===== config.mk =====
export PLATFORM = sky130hd
export DESIGN_NAME = vector_add_acc
export DESIGN_NICKNAME = d
export VERILOG_FILES = /design/src/rtl/vector_add_acc_pkg.sv /design/src/rtl/vector_lane_adder.sv /design/src/rtl/vector_add_acc.sv
export SDC_FILE = /design/constraint.sdc
export NUM_CORES = 1
export LEC_CHECK = 0
export BUFFER_PORTS_ARGS = -buffer_cell sky130_fd_sc_hd__buf_4
export CORE_AREA = 3 3 324 326
export CTS_CLUSTER_SIZE = 24
export DETAILED_ROUTE_END_ITERATION = 10
export DIE_AREA = 0 0 327 329
export HOLD_SLACK_MARGIN = 0.02
export SLEW_MARGIN = 20
export SYNTH_ARGS = -nofsm -noshare
export SYNTH_HDL_FRONTEND = slang
export SYNTH_SLANG_ARGS = --single-unit

===== constraint.sdc =====
create_clock -name clock -period 4.9 [get_ports clock]
set_input_delay 0.245 -clock clock [delete_from_list [all_inputs] [get_ports clock]]
set_output_delay 0.245 -clock clock [all_outputs]
set_load 0.05 [all_outputs]

===== src/rtl/vector_add_acc_pkg.sv =====
// Shared definitions for vector_add_acc: controller state encoding, the AXI4
// constants it drives or compares against, and the burst sizing helper.
package vector_add_acc_pkg;

    typedef enum logic [2:0] {
        StIdle,
        StRdAddr,
        StRdData,
        StWrAddr,
        StWrData,
        StWrResp,
        StDone
    } state_e;

    localparam logic [1:0] AXI_BURST_INCR = 2'b01;
    localparam logic [3:0] AXI_CACHE_VAL  = 4'b0011;
    localparam logic [1:0] AXI_RESP_OKAY  = 2'b00;

    // Beats in the next read burst: bounded by what is left, the burst
    // ceiling and the distance to the next 4 KiB page.
    function automatic logic [4:0] burst_beats(input logic [31:0] remaining,
                                               input logic [4:0]  max_burst,
                                               input logic [12:0] to_boundary);
        logic [31:0] b;
        b = remaining;
        if (b > 32'(max_burst)) b = 32'(max_burst);
        if (b > 32'(to_boundary)) b = 32'(to_boundary);
        return b[4:0];
    endfunction

endpackage


===== src/rtl/vector_lane_adder.sv =====
// Combinational lane-wise adder.
//   i_a, i_b : DATA_W-bit operands, split into DATA_W/LANE_W lanes
//   o_sum    : per-lane sum, wrapping (SAT=0) or clamped to all-ones (SAT=1)
module vector_lane_adder #(
    parameter int unsigned DATA_W = 256,
    parameter int unsigned LANE_W = 32,
    parameter int unsigned SAT    = 0
) (
    input  logic [DATA_W-1:0] i_a,
    input  logic [DATA_W-1:0] i_b,
    output logic [DATA_W-1:0] o_sum
);

    localparam int unsigned LANES = DATA_W / LANE_W;

    for (genvar g = 0; g < LANES; g++) begin : g_lane
        logic [LANE_W:0] w_s;
        assign w_s = {1'b0, i_a[g*LANE_W +: LANE_W]} + {1'b0, i_b[g*LANE_W +: LANE_W]};
        // Carry out of the lane means overflow; clamp only when saturating.
        assign o_sum[g*LANE_W +: LANE_W] = (w_s[LANE_W] && (SAT != 0)) ?
                                           {LANE_W{1'b1}} : w_s[LANE_W-1:0];
    end

endmodule


===== src/rtl/vector_add_acc.sv =====
// Vector add-accumulate engine. Reads len_read bytes from addr_read over AXI4
// in INCR bursts (one outstanding, never crossing a 4 KiB page), sums every
// beat lane-wise into one DATA_W accumulator, then writes the accumulator as a
// single beat to addr_write (byte strobes cover len_write bytes).
//   clock, reset          : single clock, synchronous active-high reset
//   io_infor_in_*         : command handshake + read/write address and length
//   io_mem_interface_ar/r : AXI4 read address / read data channels
//   io_mem_interface_aw/w/b : AXI4 write address / data / response channels
//   io_infor_out_*        : completion, bits=1 success, 0 if any AXI error
module vector_add_acc
    import vector_add_acc_pkg::*;
#(
    parameter int unsigned DATA_W    = 256,
    parameter int unsigned LANE_W    = 32,
    parameter int unsigned ADDR_W    = 33,
    parameter int unsigned MAX_BURST = 16,
    parameter int unsigned SAT       = 0,
    parameter int unsigned AXI_ID    = 0
) (
    input  logic                clock,
    input  logic                reset,
    input  logic                io_infor_in_valid,
    output logic                io_infor_in_ready,
    input  logic [ADDR_W-1:0]   io_infor_in_bits_addr_read,
    input  logic [31:0]         io_infor_in_bits_len_read,
    input  logic [ADDR_W-1:0]   io_infor_in_bits_addr_write,
    input  logic [31:0]         io_infor_in_bits_len_write,
    output logic                io_mem_interface_ar_valid,
    input  logic                io_mem_interface_ar_ready,
    output logic [ADDR_W-1:0]   io_mem_interface_ar_addr,
    output logic [3:0]          io_mem_interface_ar_len,
    output logic [2:0]          io_mem_interface_ar_size,
    output logic [1:0]          io_mem_interface_ar_burst,
    output logic [5:0]          io_mem_interface_ar_id,
    output logic [3:0]          io_mem_interface_ar_cache,
    output logic                io_mem_interface_ar_lock,
    output logic [2:0]          io_mem_interface_ar_prot,
    output logic [3:0]          io_mem_interface_ar_qos,
    output logic [3:0]          io_mem_interface_ar_region,
    output logic                io_mem_interface_aw_valid,
    input  logic                io_mem_interface_aw_ready,
    output logic [ADDR_W-1:0]   io_mem_interface_aw_addr,
    output logic [3:0]          io_mem_interface_aw_len,
    output logic [2:0]          io_mem_interface_aw_size,
    output logic [1:0]          io_mem_interface_aw_burst,
    output logic [5:0]          io_mem_interface_aw_id,
    output logic [3:0]          io_mem_interface_aw_cache,
    output logic                io_mem_interface_aw_lock,
    output logic [2:0]          io_mem_interface_aw_prot,
    output logic [3:0]          io_mem_interface_aw_qos,
    output logic [3:0]          io_mem_interface_aw_region,
    output logic                io_mem_interface_w_valid,
    input  logic                io_mem_interface_w_ready,
    output logic [DATA_W-1:0]   io_mem_interface_w_data,
    output logic [DATA_W/8-1:0] io_mem_interface_w_strb,
    output logic                io_mem_interface_w_last,
    input  logic                io_mem_interface_r_valid,
    output logic                io_mem_interface_r_ready,
    input  logic [DATA_W-1:0]   io_mem_interface_r_data,
    input  logic                io_mem_interface_r_last,
    input  logic [1:0]          io_mem_interface_r_resp,
    input  logic [5:0]          io_mem_interface_r_id,
    input  logic                io_mem_interface_b_valid,
    output logic                io_mem_interface_b_ready,
    input  logic [1:0]          io_mem_interface_b_resp,
    input  logic [5:0]          io_mem_interface_b_id,
    output logic                io_infor_out_valid,
    input  logic                io_infor_out_ready,
    output logic                io_infor_out_bits
);

    localparam int unsigned BYTES      = DATA_W / 8;
    localparam int unsigned LOG2_BYTES = $clog2(BYTES);
    localparam logic [ADDR_W-1:0] ADDR_MASK = {ADDR_W{1'b1}} << LOG2_BYTES;

    state_e              r_state;
    logic [ADDR_W-1:0]   r_rd_addr;
    logic [ADDR_W-1:0]   r_wr_addr;
    logic [31:0]         r_beats_left;
    logic [4:0]          r_burst_len;
    logic [4:0]          r_beat_cnt;
    logic [DATA_W-1:0]   r_acc;
    logic [BYTES-1:0]    r_strb;
    logic                r_err;
    logic                r_skip_wr;

    logic [32:0]         w_len_round;
    logic [31:0]         w_in_beats;
    logic [12:0]         w_page_left;
    logic [12:0]         w_to_boundary;
    logic [4:0]          w_burst;
    logic [4:0]          w_beat_next;
    logic [BYTES-1:0]    w_strb;
    logic [DATA_W-1:0]   w_sum;
    logic                w_unused;

    assign w_len_round   = {1'b0, io_infor_in_bits_len_read} + 33'(BYTES - 1);
    assign w_in_beats    = 32'(w_len_round >> LOG2_BYTES);
    assign w_page_left   = 13'd4096 - {1'b0, r_rd_addr[11:0]};
    assign w_to_boundary = w_page_left >> LOG2_BYTES;
    assign w_burst       = burst_beats(r_beats_left, 5'(MAX_BURST), w_to_boundary);
    // Saturating so a runaway burst without r_last cannot wrap back to a match.
    assign w_beat_next   = (r_beat_cnt == 5'h1f) ? r_beat_cnt : r_beat_cnt + 5'd1;
    assign w_unused      = ^{io_mem_interface_r_id, io_mem_interface_b_id};

    always_comb begin
        w_strb = '0;
        for (int i = 0; i < BYTES; i++) begin
            w_strb[i] = (32'(i) < io_infor_in_bits_len_write);
        end
    end

    vector_lane_adder #(
        .DATA_W (DATA_W),
        .LANE_W (LANE_W),
        .SAT    (SAT)
    ) u_lane_adder (
        .i_a   (r_acc),
        .i_b   (io_mem_interface_r_data),
        .o_sum (w_sum)
    );

    always_ff @(posedge clock) begin
        if (reset) begin
            r_state      <= StIdle;
            r_rd_addr    <= '0;
            r_wr_addr    <= '0;
            r_beats_left <= '0;
            r_burst_len  <= '0;
            r_beat_cnt   <= '0;
            r_acc        <= '0;
            r_strb       <= '0;
            r_err        <= 1'b0;
            r_skip_wr    <= 1'b0;
        end else begin
            unique case (r_state)
                StIdle: begin
                    if (io_infor_in_valid) begin
                        r_rd_addr    <= io_infor_in_bits_addr_read & ADDR_MASK;
                        r_wr_addr    <= io_infor_in_bits_addr_write & ADDR_MASK;
                        r_beats_left <= w_in_beats;
                        r_strb       <= w_strb;
                        r_skip_wr    <= (io_infor_in_bits_len_write == 32'd0);
                        r_acc        <= '0;
                        r_err        <= 1'b0;
                        if (w_in_beats != 32'd0) begin
                            r_state <= StRdAddr;
                        end else if (io_infor_in_bits_len_write == 32'd0) begin
                            r_state <= StDone;
                        end else begin
                            r_state <= StWrAddr;
                        end
                    end
                end
                StRdAddr: begin
                    if (io_mem_interface_ar_ready) begin
                        r_burst_len <= w_burst;
                        r_beat_cnt  <= '0;
                        r_state     <= StRdData;
                    end
                end
                StRdData: begin
                    if (io_mem_interface_r_valid) begin
                        r_acc      <= w_sum;
                        r_beat_cnt <= w_beat_next;
                        if (io_mem_interface_r_resp != AXI_RESP_OKAY) r_err <= 1'b1;
                        if (io_mem_interface_r_last) begin
                            if (w_beat_next != r_burst_len) r_err <= 1'b1;
                            // Advance by the planned burst so addressing stays page-safe.
                            r_rd_addr    <= r_rd_addr + (ADDR_W'(r_burst_len) << LOG2_BYTES);
                            r_beats_left <= r_beats_left - 32'(r_burst_len);
                            if (r_beats_left != 32'(r_burst_len)) begin
                                r_state <= StRdAddr;
                            end else if (r_skip_wr) begin
                                r_state <= StDone;
                            end else begin
                                r_state <= StWrAddr;
                            end
                        end else if (w_beat_next >= r_burst_len) begin
                            r_err <= 1'b1;
                        end
                    end
                end
                StWrAddr: begin
                    if (io_mem_interface_aw_ready) r_state <= StWrData;
                end
                StWrData: begin
                    if (io_mem_interface_w_ready) r_state <= StWrResp;
                end
                StWrResp: begin
                    if (io_mem_interface_b_valid) begin
                        if (io_mem_interface_b_resp != AXI_RESP_OKAY) r_err <= 1'b1;
                        r_state <= StDone;
                    end
                end
                StDone: begin
                    if (io_infor_out_ready) r_state <= StIdle;
                end
                default: r_state <= StIdle;
            endcase
        end
    end

    // All outputs decode registered state only; no input-to-output paths.
    assign io_infor_in_ready          = (r_state == StIdle);
    assign io_mem_interface_ar_valid  = (r_state == StRdAddr);
    assign io_mem_interface_ar_addr   = r_rd_addr;
    assign io_mem_interface_ar_len    = 4'(w_burst - 5'd1);
    assign io_mem_interface_ar_size   = 3'(LOG2_BYTES);
    assign io_mem_interface_ar_burst  = AXI_BURST_INCR;
    assign io_mem_interface_ar_id     = 6'(AXI_ID);
    assign io_mem_interface_ar_cache  = AXI_CACHE_VAL;
    assign io_mem_interface_ar_lock   = 1'b0;
    assign io_mem_interface_ar_prot   = 3'd0;
    assign io_mem_interface_ar_qos    = 4'd0;
    assign io_mem_interface_ar_region = 4'd0;
    assign io_mem_interface_aw_valid  = (r_state == StWrAddr);
    assign io_mem_interface_aw_addr   = r_wr_addr;
    assign io_mem_interface_aw_len    = 4'd0;
    assign io_mem_interface_aw_size   = 3'(LOG2_BYTES);
    assign io_mem_interface_aw_burst  = AXI_BURST_INCR;
    assign io_mem_interface_aw_id     = 6'(AXI_ID);
    assign io_mem_interface_aw_cache  = AXI_CACHE_VAL;
    assign io_mem_interface_aw_lock   = 1'b0;
    assign io_mem_interface_aw_prot   = 3'd0;
    assign io_mem_interface_aw_qos    = 4'd0;
    assign io_mem_interface_aw_region = 4'd0;
    assign io_mem_interface_w_valid   = (r_state == StWrData);
    assign io_mem_interface_w_data    = r_acc;
    assign io_mem_interface_w_strb    = r_strb;
    assign io_mem_interface_w_last    = 1'b1;
    assign io_mem_interface_r_ready   = (r_state == StRdData);
    assign io_mem_interface_b_ready   = (r_state == StWrResp);
    assign io_infor_out_valid         = (r_state == StDone);
    assign io_infor_out_bits          = ~r_err;

endmodule


======== Yosys cells after proc, flatten, opt, wreduce, memory -nomap -nowiden ========
Cells that the tools add are included.
operators by class
  $add $sub $neg .......................... 14
  $lt $le $gt $ge ......................... 35
  equal/unequal tests ..................... 18
  muxes and demuxes ....................... 39
  bitwise operators ....................... 1
  reductions and logical operators ........ 15
operators by type and width
  kind                                                        count
  less-than comparator 5 x 32 -> 1 bit, first input constant  16
  two-way mux 256 bit                                         2
  one-hot mux 256 bit (2 select lines)                        1
  adder 32 bit                                                8
  less-than comparator 4 x 32 -> 1 bit, first input constant  8
  less-than comparator 3 x 32 -> 1 bit, first input constant  4
  two-way mux 32 bit                                          4
  two-way mux 33 bit                                          3
  one-hot mux 33 bit (2 select lines)                         1
  less-than comparator 1 x 32 -> 1 bit, first input constant  2
  less-than comparator 2 x 32 -> 1 bit, first input constant  2
  one-hot mux 32 bit (2 select lines)                         1
  two-way mux 3 bit                                           12
  adder 32 x 5 -> 33 bit, second input constant               1
  adder 33 x 10 -> 33 bit                                     1
  > comparator 32 x 5 -> 1 bit, second input constant         1
  > comparator 32 x 8 -> 1 bit                                1
  logical NOT 32 bit                                          1
  != test 32 x 5 -> 1 bit                                     1
  nonzero test 32 bit                                         1
  subtractor 32 x 5 -> 32 bit                                 1
  one-hot mux 3 bit (7 select lines)                          1
  two-way mux 5 bit                                           4
  subtractor 13 x 12 -> 13 bit, first input constant          1
  22 further kinds                                            44
storage, ports and cells
  bits in registers ....................... 396
  input port bits ......................... 412
  word-level logic and storage cells ...... 132

======== Longest topological paths before layout ========
  depth in word-level cells ............... 7
  gate-level depth with buffers ........... 16
  mapped depth without buffers ............ 16

======== Modules after synthesis ========
Synthesis repeated with hierarchy kept, for this count alone.
second synthesis, totals
  cell total of the unflattened synthesis .. 3951
  area total of the unflattened synthesis .. 29935.0 µm²
modules (own cells, without submodules)
  module             times used  cells an instance  area each (µm²)
  vector_add_acc     1           2268               17837.1
  vector_lane_adder  1           1683               12097.9

======== Worst setup path after synthesis ========
No wires, ideal clock.
  kind .................................... reg2out
  start ................................... register r_beats_left[12]
  end ..................................... output io_mem_interface_ar_len[3]
  data arrival time ....................... 4.799 ns
  required time ........................... 4.655 ns
  path slack .............................. -0.144 ns
  cell stages (with the launch flop) ...... 16
  buffers on the path ..................... 0
  path through ............................ dfxtp_1 -> or4_4 -> or4_4 -> nor3_4 -> nand3_2 -> or2_2 -> ha_1 -> a21o_1 -> a21o_1 -> a21oi_1 -> o21ai_0 -> nand2_2 -> nor2_1 -> a31oi_1 -> nand3_1 -> xor2_1
between the ends
  cells in the longest elaborated chain, start to end .. 5
ends and longest elaborated chain
  element                       RTL line                  source
  start: declaration            vector_add_acc.sv:79      logic [31:0] r_beats_left;
  start signal: assignment      vector_add_acc.sv:141     r_beats_left <= w_in_beats;
  start signal: assignment      vector_add_acc.sv:171     r_beats_left <= r_beats_left - 32'(r_burst_len);
  > comparator 32 x 5 -> 1 bit  vector_add_acc_pkg.sv:26  if (b > 32'(max_burst)) b = 32'(max_burst);
  two-way mux 32 bit *          vector_add_acc_pkg.sv:26
  > comparator 32 x 8 -> 1 bit  vector_add_acc_pkg.sv:27  if (b > 32'(to_boundary)) b = 32'(to_boundary);
  two-way mux 5 bit *           vector_add_acc_pkg.sv:27
  subtractor 4 x 1 -> 4 bit *   vector_add_acc.sv:208     assign io_mem_interface_ar_len = 4'(w_burst - 5'd1);
  end: declaration              vector_add_acc.sv:31      output logic [3:0] io_mem_interface_ar_len,
Every way passes the cells marked *; elsewhere a longest branch is shown, timed or not.

======== Worst setup path after layout ========
  start ................................... register r_beats_left[12]
  end ..................................... output io_mem_interface_ar_len[2]
The elaborated chain is that of the path after synthesis.

==> results.env <==
RESULT_OF_THE_RUN='finished clean'
SLACK_OF_THE_WORST_REG_TO_REG_PATH_NS=0.75
ANTENNA_FOUND_INITIAL=16
PLACEMENT_ROWS=117
SYNTHCELLS=3672
FINAL-HOLD-VIOLATION-COUNT=0
MAXCAP_VIOL_COUNT=0
GR-USAGE-ALL-LAYERS_PCT=20.5
DRT_DRC=0
POST-SYNTH-TOP-AREA-CELL='sky130_fd_sc_hd__dfxtp_1'
LAYOUT.FILLER_CELLS=10700
DPL.HPWL_UM=88700
WORST-SLEW-PIN-TRANSITION_NS=1.14
AREA_TAKEN_BY_FLIP_FLOPS_AND_LATCHES_MM2=0.00783
UTILIZATION_PCT=38.0
MOST_FREQUENT_CELLS_IN_THE_LAYOUT='sky130_fd_sc_hd__buf_4, sky130_fd_sc_hd__nor2_1, sky130_fd_sc_hd__dfxtp_1, sky130_fd_sc_hd__nand2_1, sky130_fd_sc_hd__a21oi_1'
SYNTHTOLAYOUTAREAGROWTH_PCT=34.6
WORST_IR_DROP_VDD_V=0.000322
MIN_CLOCK_PERIOD_POST_ROUTE_NS=4.64
P_LEAK_nW=17.5
DRIVE_ABOVE_1_SHARE_PCT=20.5
CTSROOTBUFFERMASTER='sky130_fd_sc_hd__clkbuf_16'
ANTENNA_LEFT=0
HOLD_WS_NS=0.0933
TRITONCTS='built'
CP_DATA_ARRIVAL_TIME_NS=4.39
YS.WARNINGS.COUNT=0
POST-ROUTE-PERIOD-UTIL_PCT=94.6
PIN_COUNT_OF_THE_BIGGEST_NET_ENTERING_GLOBAL_ROUTING=137
POST_DRT_VIA_CELL_RATIO=5.15
REGTOREGENDPOINT='r_err'
PATH_CLASS='reg -> out'
WORST_SETUP_PATH_ENDPOINT='io_mem_interface_ar_len[2]'
DIE_H_UM=329
SETUP_REPAIR_AFTER_GLOBAL_ROUTING_MISSED_ITS_MARGIN='no'
FINAL_COMMON_CELL='sky130_fd_sc_hd__buf_4'
WORSTPATHREQUIRED_NS=4.66
NNETSFINAL=5179
VIA_COUNT=30400
SYN_AREA_CELL_UM2=7.84
POST_SYNTH_NUM_CELL_TYPES=88
DR.PASS1.ITERS=6
FIRST_ITER_VIOLATIONS=1994
IO_BUFFERS=745
WORSTSETUPSTARTPOINT='r_beats_left[12]'
TIMING.FINAL.MAX_SLEW_VIOLATIONS=0
VIA_COUNT_OF_THE_FIRST_GLOBAL_ROUTING_PASS=29100
WIRE_PER_INST_UM=19.7
WORSTHOLDPATHTYPE='in -> reg'
DIE_W_UM=327
POST_SYNTH_INSTANCE_AREA_MM2=0.0288
HTREE_NUM_LEVELS=2
YS_TOP_CELLS_BY_AREA='sky130_fd_sc_hd__dfxtp_1, sky130_fd_sc_hd__ha_1, sky130_fd_sc_hd__a21oi_1'
POSTSYNTH.ASYNCRESETSHARE_PCT=0
WORST_SETUP_PATH_START_KIND='flip-flop'
COUNT_OF_CELLS_ALONG_THE_WORST_REGISTER_TO_REGISTER_PATH=15
FLIP_FLOP_CELL_WITH_THE_HIGHEST_COUNT_AFTER_SYNTHESIS='sky130_fd_sc_hd__dfxtp_1'
SYNTH_ENABLE_FLOP_CELLS=0
CRITICAL_PATH.ENDPOINT_TYPE='primary output'
CLK_PIN_SLEW_WORST_PATHS_NS=0.06
WORST_CLOCK_SKEW_NS=0.0292
CORE_AREA_MM2=0.102
YOSYS_REGISTER_BITS=391
TIMING.CRITICAL_PATH.FANOUT_MAX=8
FIN_SETUP_TNS_NS=0
NUMBER_OF_PORTS_PLACED_ON_THE_DIE_BOUNDARY=837
GP_CONGESTION=0.922
REMAINING_MAX_SLEW_BUDGET_AT_THE_TIGHTEST_PIN_PCT=23.4
MULTI_INPUT_COMB_AREA_MM2=0.0199
NUMCLOCKSINKS=391
SEQ_AREA_FRAC_SYNTH_PCT=27.2
DRT_WL_TOTAL_UM=116000
CRIT-REG2REG-LAUNCH='r_beat_cnt[0]'
DIE_AREA_MM2=0.108
POWER_DENSITY_OVER_CELL_AREA_mW_PER_MM2=368
GLOBAL_ROUTE_WIRE_LENGTH_BEFORE_REPAIR_UM=175000
INITIAL_UTILIZATION_PCT=28.2
MAX-CLOCK-PATH-BUFFERS=3
FINALSETUPVIOLCOUNT=0
TRITONCTS.NUM_BUFFERS=55
WHS_PATH_DEPTH=4
CLK-INSERTION-DELAY-LATE_NS=0.64
GLOBALROUTEOVERFLOWTOTAL=0
FMAX_MHz=216
SYNTHDOMINANTCELLAREASHARE_PCT=27.2
==> per-stage QoR <==
stage	power, mW	setup slack, ns	area [um^2]	std cells
global placement	9.99	0.386	35600	5663
CTS	14.4	0.0152	38700	5888
finish	14.3	0.264	38700	5902
floorplan	8.10	0.199	29100	3742
detailed placement	10.0	0.526	35600	5663
global route	15.1	0.0196	38700	5898
==> layout make-up <==
cell class | instances | share of cell area (%)
diodes | 11 | 0.0711
repair buffers | 901 | 18.4
well taps | 1368 | 4.42
flip-flops and latches | 391 | 20.2
multi-input cells | 3031 | 51.3
clock buffers | 79 | 4.07
clock inverters | 19 | 0.578
inverters | 102 | 0.988
==> Yosys cell counts, drive strengths merged, types with 89 or more instances <==
master / n
nor2: 393
clkbuf: 138
xor2: 115
a21oi: 325
o21ai: 270
a22oi: 123
nand3: 89
inv: 102
dfxtp: 391
ha: 275
a21o: 116
nand2: 339
xnor2: 144
==> report_power, final <==
part,total [mW],internal [mW],switching (mW)
Clock,4.08,2.43,1.64
Sequential,3.96,3.57,0.394
Combinational,6.22,2.08,4.14
Total,14.3,8.08,6.18
==> cell families (layout without fill, tap and decap cells) <==
| kind of cell | Yosys count | after routing | share of synthesized area, % |
|---|---|---|---|
| fa+ha+maj | 285 | 285 | 12.6 |
| flops | 391 | 391 | 27.2 |
| buf+inv | 320 | 1101 | 5.09 |
| xor+xnor | 259 | 259 | 7.88 |
| other cells | 2 | 83 | 0.0261 |
| mux | 11 | 11 | 0.396 |
| simple gates | 1157 | 1157 | 18.7 |
| compound gates | 1247 | 1247 | 28.1 |
==> sequential cells by signal, indices dropped and copies added, names as in the netlist <==
name,flops
io_mem_interface_w_data,256
io_mem_interface_w_strb,32
r_beats_left,32
io_mem_interface_ar_addr,28
io_mem_interface_aw_addr,28
r_beat_cnt,5
r_burst_len,5
r_state,3
r_err,1
r_skip_wr,1
==> how the worst min path moves through the flow <==
stage / startpoint / endpoint / slack [ns]
finish: io_mem_interface_r_data[93] / io_mem_interface_w_data[93] / 0.09
global route: io_mem_interface_r_data[254] / io_mem_interface_w_data[254] / 0.07
CTS: io_mem_interface_r_data[158] / io_mem_interface_w_data[158] / 0.02
detailed placement: io_mem_interface_w_strb[18] / io_mem_interface_w_strb[18] / 0.45
global placement: io_mem_interface_w_strb[18] / io_mem_interface_w_strb[18] / 0.44
floorplan: io_infor_in_bits_addr_write[10] / io_mem_interface_aw_addr[10] / 0.38
==> layer usage <==
metal / track usage (%) / share of wire [%] / wire (um)
met5: 0 / 0.039 / 45
met4: 5.97 / 2.7 / 3120
met3: 5.38 / 7.4 / 8570
met2: 33.2 / 46 / 53500
met1: 26.7 / 44 / 51200
==> repair_timing <==
item                                   CTS  global route
pin swaps                                3             2
endpoints found under the hold margin  144             0
resized for setup                        9             6
setup endpoints to repair                3             3
hold buffers                           122             0
setup buffers                            5             3
==> critical path, cell delays in order (launching register included) <==
cell and delay (ns):
sky130_fd_sc_hd__dfxtp_2 0.35, sky130_fd_sc_hd__or4_4 0.56, sky130_fd_sc_hd__or4_4 0.45, sky130_fd_sc_hd__nor3_4 0.21
sky130_fd_sc_hd__nand3_4 0.15, sky130_fd_sc_hd__a21oi_4 0.20, sky130_fd_sc_hd__and2_4 0.19, sky130_fd_sc_hd__ha_1 0.25
sky130_fd_sc_hd__a21oi_1 0.15, sky130_fd_sc_hd__o22ai_1 0.09, sky130_fd_sc_hd__nor2_1 0.10, sky130_fd_sc_hd__o21ai_1 0.08
sky130_fd_sc_hd__nand2_2 0.19, sky130_fd_sc_hd__nor2_2 0.07, sky130_fd_sc_hd__a31oi_4 0.18, sky130_fd_sc_hd__ha_1 0.19
sky130_fd_sc_hd__xnor2_1 0.14, sky130_fd_sc_hd__buf_4 0.24
Power figures use the tool's default switching activity.
